### src/rtl/frame_scheduler.sv
// Frame scheduler: counts frames at the start of vertical blanking and
// sequences NPH game-update phases inside the blanking interval.
module frame_scheduler #(
  parameter int NPH = 4,
  parameter int HD  = 640,
  parameter int VD  = 480,
  localparam int PW = (NPH > 1) ? $clog2(NPH) : 1
) (
  input  logic           clk,
  input  logic           reset,
  input  logic           p_tick,
  input  logic [9:0]     pixel_x,
  input  logic [9:0]     pixel_y,
  input  logic           enable,
  input  logic [NPH-1:0] phase_done,
  input  logic           clr_overrun,
  output logic           frame_tick,
  output logic [NPH-1:0] phase_start,
  output logic           seq_done,
  output logic           abort,
  output logic           busy,
  output logic           overrun,
  output logic [15:0]    frame_count,
  output logic [PW-1:0]  phase_idx
);

  localparam logic [1:0] IDLE  = 2'd0;
  localparam logic [1:0] ISSUE = 2'd1;
  localparam logic [1:0] WAIT  = 2'd2;

  localparam logic [PW-1:0]  LAST = PW'(NPH - 1);
  localparam logic [NPH-1:0] ONE  = NPH'(1);

  logic [1:0] state;
  logic       blank_start;
  logic       act_start;
  logic       cur_done;
  logic       last;

  // HD only documents the raster; line starts are keyed on pixel_x == 0
  assign blank_start = p_tick && (pixel_x == 10'd0) && (pixel_y == 10'(VD));
  assign act_start   = p_tick && (pixel_x == 10'd0) && (pixel_y == 10'd0);
  assign cur_done    = phase_done[phase_idx];
  assign last        = (phase_idx == LAST);

  // busy comes straight off the state flop, so it is cleared by reset at once
  assign busy = (state != IDLE);

  // Frame counter and phase sequencer; every output pulse is a flop
  always_ff @(posedge clk or posedge reset) begin
    if (reset) begin
      state       <= IDLE;
      phase_idx   <= '0;
      frame_count <= 16'd0;
      overrun     <= 1'b0;
      frame_tick  <= 1'b0;
      phase_start <= '0;
      seq_done    <= 1'b0;
      abort       <= 1'b0;
    end else begin
      frame_tick  <= 1'b0;
      phase_start <= '0;
      seq_done    <= 1'b0;
      abort       <= 1'b0;

      if (blank_start) begin
        frame_tick  <= 1'b1;
        frame_count <= frame_count + 16'd1;
      end

      if (clr_overrun)
        overrun <= 1'b0;

      case (state)
        IDLE: begin
          if (blank_start && enable) begin
            state     <= ISSUE;
            phase_idx <= '0;
          end
        end
        ISSUE: begin
          if (act_start) begin
            state     <= IDLE;
            phase_idx <= '0;
            abort     <= 1'b1;
            overrun   <= 1'b1;
          end else begin
            phase_start <= ONE << phase_idx;
            state       <= WAIT;
          end
        end
        WAIT: begin
          // a last-phase completion beats a coincident active-video start
          if (cur_done && last) begin
            state     <= IDLE;
            phase_idx <= '0;
            seq_done  <= 1'b1;
          end else if (act_start) begin
            state     <= IDLE;
            phase_idx <= '0;
            abort     <= 1'b1;
            overrun   <= 1'b1;
          end else if (cur_done) begin
            phase_idx <= phase_idx + PW'(1);
            state     <= ISSUE;
          end
        end
        default: begin
          state     <= IDLE;
          phase_idx <= '0;
        end
      endcase
    end
  end

endmodule

### config.mk
export PLATFORM = sky130hd
export DESIGN_NAME = frame_scheduler
export DESIGN_NICKNAME = d
export VERILOG_FILES = /design/src/rtl/frame_scheduler.sv
export SDC_FILE = /design/constraint.sdc
export NUM_CORES = 1
export LEC_CHECK = 0
export CAP_MARGIN = 20
export CORE_ASPECT_RATIO = 0.6
export CORE_UTILIZATION = 35
export CTS_CLUSTER_SIZE = 40
export DETAILED_ROUTE_END_ITERATION = 8
export PLACE_DENSITY = 0.66
export SYNTH_ARGS = -nofsm -noshare
export SYNTH_HDL_FRONTEND = slang
export SYNTH_SLANG_ARGS = --single-unit
### constraint.sdc
create_clock -name clk -period 2.7 [get_ports clk]
set_clock_uncertainty 0.05 [all_clocks]
set_input_delay 0.27 -clock clk [delete_from_list [all_inputs] [get_ports clk]]
set_output_delay 0.27 -clock clk [all_outputs]
set_load 0.02 [all_outputs]
==> results.md, run 1 <==
- The run finished with clean final reports.
- No sink is reached through more buffers than the 2 on the longest clock path.
- The final clock period utilization by the worst path is 0.7958.
- The CTS tree is yes.
- Each instance of the synthesized netlist takes up on average 11.74 um2.
- Of the total power, combinational logic draws 0.350.
- The layout cell share with drive strength beyond 1 is 0.08649.
- The yosys synthesis warning count is 0.
- The number of buffer and inverter stages on the critical path is 1.
- The largest single stage delay on the critical path is 570 ps.
- Measured along the y axis, the die boundary spans ~52 um.
- The area overhead of the layout relative to synthesis is 46.89%.
- The tightest hold margin is about 300 ps.
- The die covers roughly 4500 um2.
- The effective utilization at floorplan is 0.3833.
- In this run the tool buffered the top-level ports with 55 buffer cells.
- The number of hold violations in the final report is 0.
- The critical-path maximum fanout is 5.
- The end of the worst register-to-register path is state[0]$_DFFE_PP0P_.
- For this run, design rule violations remaining after detail routing come to 0.
- In this run, synthesis produced a sequential element count of 28.
- The class of the worst hold path is primary input to async pin.
- Max-cap violations in this run came to 0.
- The placeable core region is 3829 um2.
- Summed over all failing endpoints, the final setup total negative slack is 0 ps.
- Grouping stages by cell kind, the critical path spends the most delay in compound AO/OA/AOI/OAI gates.
- For this design the top-level I/O count stands at 56.
- The via count of the first global-routing pass is roughly 1200.
- Post-CTS timing repair inserted 0 buffers for setup.
- For the worst-skew pair, the clock arrives at the later sink with an insertion delay of 280 ps.
- The overall routing resource usage is 0.1591.
- The element type at the critical path end is a register.
- The critical-path cell with the highest stage delay is sky130_fd_sc_hd__o31ai_1.
- In the post-synthesis netlist, the biggest area contributors are sky130_fd_sc_hd__dfrtp_1 (48%), sky130_fd_sc_hd__xnor2_1 (7.8%), sky130_fd_sc_hd__ha_1 (7.7%), sky130_fd_sc_hd__nor4_4 (4.3%), sky130_fd_sc_hd__and3_1 (3.0%).
- Synthesis produced a netlist with a net count of 163.
- The most critical setup path has its startpoint at pixel_x[2].
- In the synthesized netlist the async set-or-reset flop fraction comes to 1.000.
- The proportion of netlist area held by the largest area contributor is 0.4774.
- In the global route stage, met3 resource usage came out at 0.03968.
- The width of the chip is approximately 86 um.
- Setup repair after global routing left no endpoint under its margin.
- The number of antenna diodes in the final layout is 0.
- The number of instances in the synthesized netlist is 125.
- The number of filler instances in the final layout is 329.
- Using the TritonRoute via totals, the vias-per-cell ratio works out to 4.961.
- The wire length of the first global-routing pass is roughly 5400 um.
- The remaining max-slew budget at the tightest pin is 0.6231.
- The clock transition at the register clock pins on the worst setup and hold paths after CTS is 100 ps.
- The routability congestion estimate from global placement is roughly 0.81.
- The detailed router finished its first iteration with 58 violations.
- The half-perimeter wire length after detailed placement is between 2000 and 3000 um.
- Traced cell by cell, the critical path runs through clkdlybuf4s50_1, nor4_2, nand2_1, o31ai_1, a21oi_1, mux2_1.
- The number of antenna violations at the first check in global routing is 0.
- The final layout contains routed wiring with a total length of 3292 um.
- The share of the Yosys chip area taken by registers is 0.4774.
- The total congestion overflow is 0.
- For this design the ratio of total power to cell area is between 500 and 600 nW/um2.
- The floorplan has 17 rows.
- The cell sitting at the root of the clock tree is a sky130_fd_sc_hd__clkbuf_8.
- The total CTS buffers is 3.
- IR analysis of the VDD net gives a maximum drop of 0.4029 mV.
- The number of hold buffers added after CTS was 0.
- The achievable frequency is 0.4654 GHz.
- The number of sinks driven by the clock tree is 28.
- The number of placed instances, taps included, is between 200 and 250.
- For the worst setup path, the data arrival time is 2270 ps.
- The final-stage net count is 224.
- In the final layout, flip-flops and latches occupy ~700 um2.
- The routing layer with the top usage in global route is met2.
- The remaining antenna violation count is 0.
- The reg2reg setup slack is 690 ps.
- Of the total power, the share spent switching nets is 0.3156.
- Setup violations remaining at the end of the flow were counted as 0.
- The analysis attributes to net switching a power of 0.3999 mW.
- The internal power is 0.8671 mW.
- The critical path is of the primary input to register type.
- Entering global routing, the biggest net connects 29 pins.
- In the final routed layout, each cell accounts on average for 14.19 um.
- The maximum level of the CTS H-tree is 1.
- The number of instances resized during post-cts repair is 0.
- Counting cells, the worst reg-to-reg path comes to 3.
- The count of pins over their slew limit is 0.
- The kind of launch point of the worst setup path is a primary input.
- The prevailing post-synth register cell is sky130_fd_sc_hd__dfrtp_1.
- The first detailed-routing pass ran for 4 iterations.
- The count of flip-flops with a built-in enable after synthesis is 0.
- The leading area contributor after synthesis is sky130_fd_sc_hd__dfrtp_1.
- The number of library cell types mapped by synthesis is 30.
- The worst endpoint required time is 2820 ps.
- Summed over all cells, the static leakage comes to 0.9607 nW.
- The worst path needs 2149 ps of the cycle, external delays included.
- In the final layout, the multi-input gates occupy 729.5 um2.
- The filler-free cell count of the finished design is 232.
- The worst register-to-register path begins at phase_idx[0]$_DFFE_PP0P_.
- The global-route met1 utilization is 0.2100.
- The routed via count is between 1000 and 1500.
- In the global route stage, met2 resource usage came out at 0.2640.
- The area of the mapped netlist is 1468 um2.
- The clock network fraction of design power is 0.259.
- The proportion of power drawn by flip-flops and latches is 0.391.
- The slew at the pin with the worst max-slew slack is 560.6 ps.
[logic make-up (layout without fill, tap and decap cells)]
group / count (synthesis) / count (layout) / synth area share
and+or+nand+nor: 49 / 49 / 0.2336
muxes: 6 / 6 / 0.05285
buffers and inverters: 10 / 70 / 0.02558
xor gates and xnor gates: 15 / 15 / 0.08952
DFF: 28 / 28 / 0.4774
AOI/OAI and AO/OA: 8 / 8 / 0.04433
adders and majority gates: 9 / 9 / 0.07673
[worst max path at each step]
stage | endpoint | slack (ps) | cells after the start
finish | state[0]$_DFFE_PP0P_ | 550 | 6
global route | state[0]$_DFFE_PP0P_ | 470 | 6
CTS | state[0]$_DFFE_PP0P_ | 580 | 6
detailed placement | state[0]$_DFFE_PP0P_ | 290 | 6
global placement | state[0]$_DFFE_PP0P_ | 340 | 6
floorplan | state[0]$_DFFE_PP0P_ | 720 | 3
[power groups by stage]
stage | combinational (mW) | sequential (mW) | clock [mW]
floorplan | 0.238 | 0.525 | 0
global placement | 0.417 | 0.502 | 0
detailed placement | 0.444 | 0.504 | 0
CTS | 0.446 | 0.496 | 0.339
global route | 0.481 | 0.502 | 0.357
finish | 0.443 | 0.495 | 0.329
[layer usage]
| layer | vias to the layer above | wire length [um] |
|---|---|---|
| met2 | 44 | 1518 |
| met4 | 0 | 12 |
| met3 | 2 | 210 |
| met5 | - | 0 |
| li1 | 559 | - |
| met1 | 546 | 1550 |
[registers in the layout (all words and copies together), names as in the netlist]
register	count
abort	1
frame_count	16
frame_tick	1
overrun	1
phase_idx	2
phase_start	4
seq_done	1
state	2
[through the flow]
step	power [mW]	util	setup WS (ps)	cell area [um2]
2_1_floorplan	0.7626	-	718.8	1468
3_3_place_gp	0.9190	0.5444	343.9	2085
3_5_place_dp	0.9486	0.5444	286.2	2085
4_1_cts	1.281	0.5631	577.2	2156
5_1_grt	1.341	0.5631	466.8	2156
6_report	1.267	0.5631	551.4	2156
[area by class of cell]
class	count	area share
tap	47	0.02728
sequential	28	0.3250
timing repair buffer	56	0.2589
clock buffer	3	0.01915
clock inverter	1	0.01393
multi-input combinational	87	0.3384
inverter	10	0.01741
[placed cells by master, fill, tap and decap left out, drive strengths merged]
| master | instances |
|---|---|
| nor4b | 1 |
| mux2i | 1 |
| o41ai | 1 |
| o21ai | 1 |
| nand3 | 8 |
| xor2 | 2 |
| xnor2 | 13 |
| bufinv | 1 |
| a31o | 1 |
| clkdlybuf4s50 | 55 |
| o31ai | 2 |
| and3 | 7 |
| nor4 | 4 |
| clkbuf | 3 |
| nand4 | 5 |
| nand2 | 9 |
| nor3 | 5 |
| and4 | 1 |
| o211a | 1 |
| buf | 1 |
| dfrtp | 28 |
| nor2 | 6 |
| and2 | 1 |
| a21oi | 2 |
| mux2 | 4 |
| mux4 | 1 |
| inv | 10 |
| ha | 9 |
| or3 | 1 |
| or4 | 1 |
[worst register-to-register path, stage by stage, from the launching register on]
cell,delay (ps)
sky130_fd_sc_hd__dfrtp_1,480
sky130_fd_sc_hd__mux4_2,580
sky130_fd_sc_hd__o31ai_1,430
sky130_fd_sc_hd__mux2_1,360
[synthesized netlist by cell type, drive strengths merged, types with 2 or more instances]
| library cell | count |
|---|---|
| a21oi | 2 |
| and3 | 7 |
| dfrtp | 28 |
| ha | 9 |
| inv | 10 |
| mux2 | 4 |
| nand2 | 9 |
| nand3 | 8 |
| nand4 | 5 |
| nor2 | 6 |
| nor3 | 5 |
| nor4 | 4 |
| o31ai | 2 |
| xnor2 | 13 |
| xor2 | 2 |
No activity file was read; power rests on OpenSTA's default activity.
==> inputs of run 2 (changes only) <==
==> constraint.sdc (replaced) <==
create_clock -name clk -period 2.21 [get_ports clk]
set_clock_uncertainty 0.05 [all_clocks]
set_input_delay 0.221 -clock clk [delete_from_list [all_inputs] [get_ports clk]]
set_output_delay 0.221 -clock clk [all_outputs]
set_load 0.02 [all_outputs]
==> run 2 against run 1 <==
Critical path depth did not move. Final area rose by 2.0%. Via count rose by 1.4%. Clock power fell by 5%. Register-to-register slack got worse by 340 ps. Hold slack got worse by 50 ps. Largest cell class unchanged. Sequential share of layout area fell by 0.65 points. Worst setup slack got worse by 350 ps.
==> results.md, run 2 (synthesis gave the netlist of run 1 again) <==
- The routed via count was 1167 (+1.4%).
- The maximum level of the CTS H-tree was 1 (unchanged).
- The met1 routed wirelength after detailed routing is 1565 um (+0.97%).
- The overall power after layout is 1.498 mW (+18%).
- The area of the die is 4465 um2 (unchanged).
- The largest registers in the layout are frame_count: 16 flops, phase_start: 4 flops.
- The clock transition at the register clock pins on the worst setup and hold paths after CTS is 90 ps (about the same).
- The worst setup path category is primary input to register.
- The post-CTS setup buffer count is 0 (unchanged).
- The insertion delay to the later sink of the worst-skew pair came to 270 ps (about the same).
- For this design, the slowest cell found on the critical path is sky130_fd_sc_hd__clkdlybuf4s50_1.
- The largest incremental delay on the critical path is 450 ps (-120 ps).
- TritonCTS built the clock tree.
- The run finished with clean final reports.
- The placeable core region is 3829 um2 (unchanged).
- The number of flip-flops under the largest register name came to 16 (unchanged).
- The worst supply voltage drop on vdd was 0.3340 mV (-17%).
- The critical-path maximum fanout is 5 (unchanged).
- In this run the worst hold path is classified as primary input to async pin.
- The overall routing resource usage is 0.1541 (-0.004988).
- The achievable frequency is ~0.5 GHz.
- The via count of the first global-routing pass was 1159 (-2.3%).
- The top-level port count is 56 (unchanged).
- The routability congestion estimate from global placement is 0.8016 (-0.51%).
- The maximum clock insertion buffer count was 2 (unchanged).
- The post-detailed-route DRC marker count was 0 (unchanged).
- The number of filler instances in the final layout was 315 (-4.3%).
- The count of endpoints failing setup in the final report is 0 (unchanged).
- The leakage power came to 0.9917 nW (+3.2%).
- The slew at the pin with the worst max-slew slack is 338.3 ps (-222.2 ps).
- The detailed-route wire length is 3283 um (-0.27%).
- The layout cell share with drive strength beyond 1 is 0.1244 (+0.03787).
- The hold buffer count at cts is 0 (unchanged).
- The total CTS buffers is 3 (unchanged).
- The pin count of the biggest net entering global routing is 29 (unchanged).
- The floorplan row count is 17 (unchanged).
- The remaining max-slew budget at the tightest pin is 0.7725 (+0.1494).
- The count of pins over their slew limit was 0 (unchanged).
- The first-iteration detailed-routing DRC count is 28 (-52%).
- Ranked by flip-flop count, first place goes to frame_count.
- The arrival time at the worst endpoint was 2110 ps (-160 ps).
- The tightest hold margin came to 245.0 ps (-50.41 ps).
- The number of hold violations in the final report was 0 (unchanged).
- The effective utilization at floorplan was 0.3833 (unchanged).
- The vertical die dimension is 52.16 um (unchanged).
- The highest layer touched by signal routing is met4.
- The met3 wire length is 191 um (-9.0%).
- STA classifies the critical path startpoint as a primary input.
- Setup repair after global routing left no endpoint under its margin.
- The half-perimeter wire length after detailed placement came to 2681 um (+0.42%).
- The area overhead of the layout relative to synthesis is 49.87%.
- The aggregate negative setup slack is 0 ps (unchanged).
- The number of cells on the critical path is 6 (unchanged).
- The number of port buffers is 55 (unchanged).
- The reg2reg setup slack was 350 ps (-340 ps).
- The worst setup path is captured at a register.
- The width of the chip is 85.60 um (unchanged).
- The total congestion overflow came to 0 (unchanged).
- In the layout the commonest cells are sky130_fd_sc_hd__clkdlybuf4s50_1 (55), sky130_fd_sc_hd__dfrtp_1 (28), sky130_fd_sc_hd__xnor2_1 (13).
- The dominant delay contributor by cell family on the critical path is compound AO/OA/AOI/OAI gates.
- The share of the core filled with cells is 0.5745 (+0.01144).
- The wire length of the first global-routing pass is 5257 um (-2.8%).
- The signal on the critical path passes through clkdlybuf4s50_1, nor4b_4, nand3_4, o41ai_2, o21ai_1, mux2_1.
- CTS placed an instance of sky130_fd_sc_hd__clkbuf_8 at the clock tree root.
- The number of buffer and inverter stages on the critical path is 1 (unchanged).
- The wire length per cell after detailed routing came to 13.68 um (-3.6%).
- The number of sinks driven by the clock tree is 28 (unchanged).
- The sum of met2 wire segment lengths after detailed routing is 1504 um (-0.92%).
- In the finished design, the share of the clock period the worst path needs comes to 0.9076.
- The number of vias per cell is 4.863 (-2.0%).
- The number of antenna violations at the first check in global routing is 0 (unchanged).
- The minimum clock period after layout is between 2000 and 2500 ps.
- The power density over cell area was 681.1 nW/um2 (+16%).
- The number of optimization iterations in the first detailed-route pass came to 4 (unchanged).
- The remaining antenna violation count is 0 (unchanged).
- The library cell used most frequently in the layout, excluding fill and tap cells, is sky130_fd_sc_hd__clkdlybuf4s50_1.
- The count of antenna diodes in the layout is 0 (unchanged).
- The final-stage net count is 232 (+3.6%).
- The number of cells on the worst reg-to-reg path is 6 (+3).
- The number of instances resized during post-cts repair came to 0 (unchanged).
- The worst endpoint required time is 2320 ps (-500 ps).
- The count of maximum capacitance violations is 0 (unchanged).
==> run 2: cell count changes in the layout (fill, tap and decap cells not counted) <==
cell and delta:
sky130_fd_sc_hd__clkbuf_8 +1, sky130_fd_sc_hd__buf_4 +8, sky130_fd_sc_hd__bufinv_16 -1
==> run 2: cell type report <==
class | instances | area (um2) | share of cell area
Inverter | 10 | 37.54 | 0.01706
Multi-Input combinational cell | 87 | 729.5 | 0.3316
Tap cell | 47 | 58.81 | 0.02673
Sequential cell | 28 | 700.7 | 0.3185
Timing Repair Buffer | 64 | 618.1 | 0.2810
Clock buffer | 4 | 55.05 | 0.02503
==> run 2: tightest hold or removal path, stage by stage <==
cell	delay, ps
sky130_fd_sc_hd__clkdlybuf4s50_1	390
sky130_fd_sc_hd__inv_1	50
sky130_fd_sc_hd__buf_4	320
==> run 2: stage by stage <==
stage / area (um2) / worst slack [ps] / std cells
after floorplan: 1468 / 228.8 / 125
final: 2200 / 204.3 / 240
after detailed placement: 2145 / -120.7 / 236
after global routing: 2200 / 86.64 / 240
after CTS: 2200 / 171.8 / 240
after global placement: 2145 / 13.64 / 236
==> run 2: final timing paths <==
check,from,end
worst max-delay path,pixel_x[6],phase_idx[0]$_DFFE_PP0P_
worst min-delay path,reset,frame_count[12]$_DFFE_PP0N_
worst max register to register,phase_idx[0]$_DFFE_PP0P_,state[0]$_DFFE_PP0P_
worst min register to register,frame_count[15]$_DFFE_PP0N_,frame_count[15]$_DFFE_PP0N_
max in group asynchronous,reset,frame_count[7]$_DFFE_PP0N_
min in group clk,frame_count[15]$_DFFE_PP0N_,frame_count[15]$_DFFE_PP0N_
==> run 2: report_power, final <==
part,total (mW),internal [mW],switching [mW],leakage (nW)
Sequential,0.594,0.558,0.0356,0.386
Clock,0.311,0.159,0.152,0.0288
Combinational,0.593,0.295,0.298,0.577
==> run 2: metal layers <==
| layer | vias up | track usage |
|---|---|---|
| li1 | 574 | - |
| met1 | 563 | 0.2102 |
| met2 | 28 | 0.2480 |
| met3 | 2 | 0.04127 |
| met4 | 0 | 0.03333 |
| met5 | - | 0 |
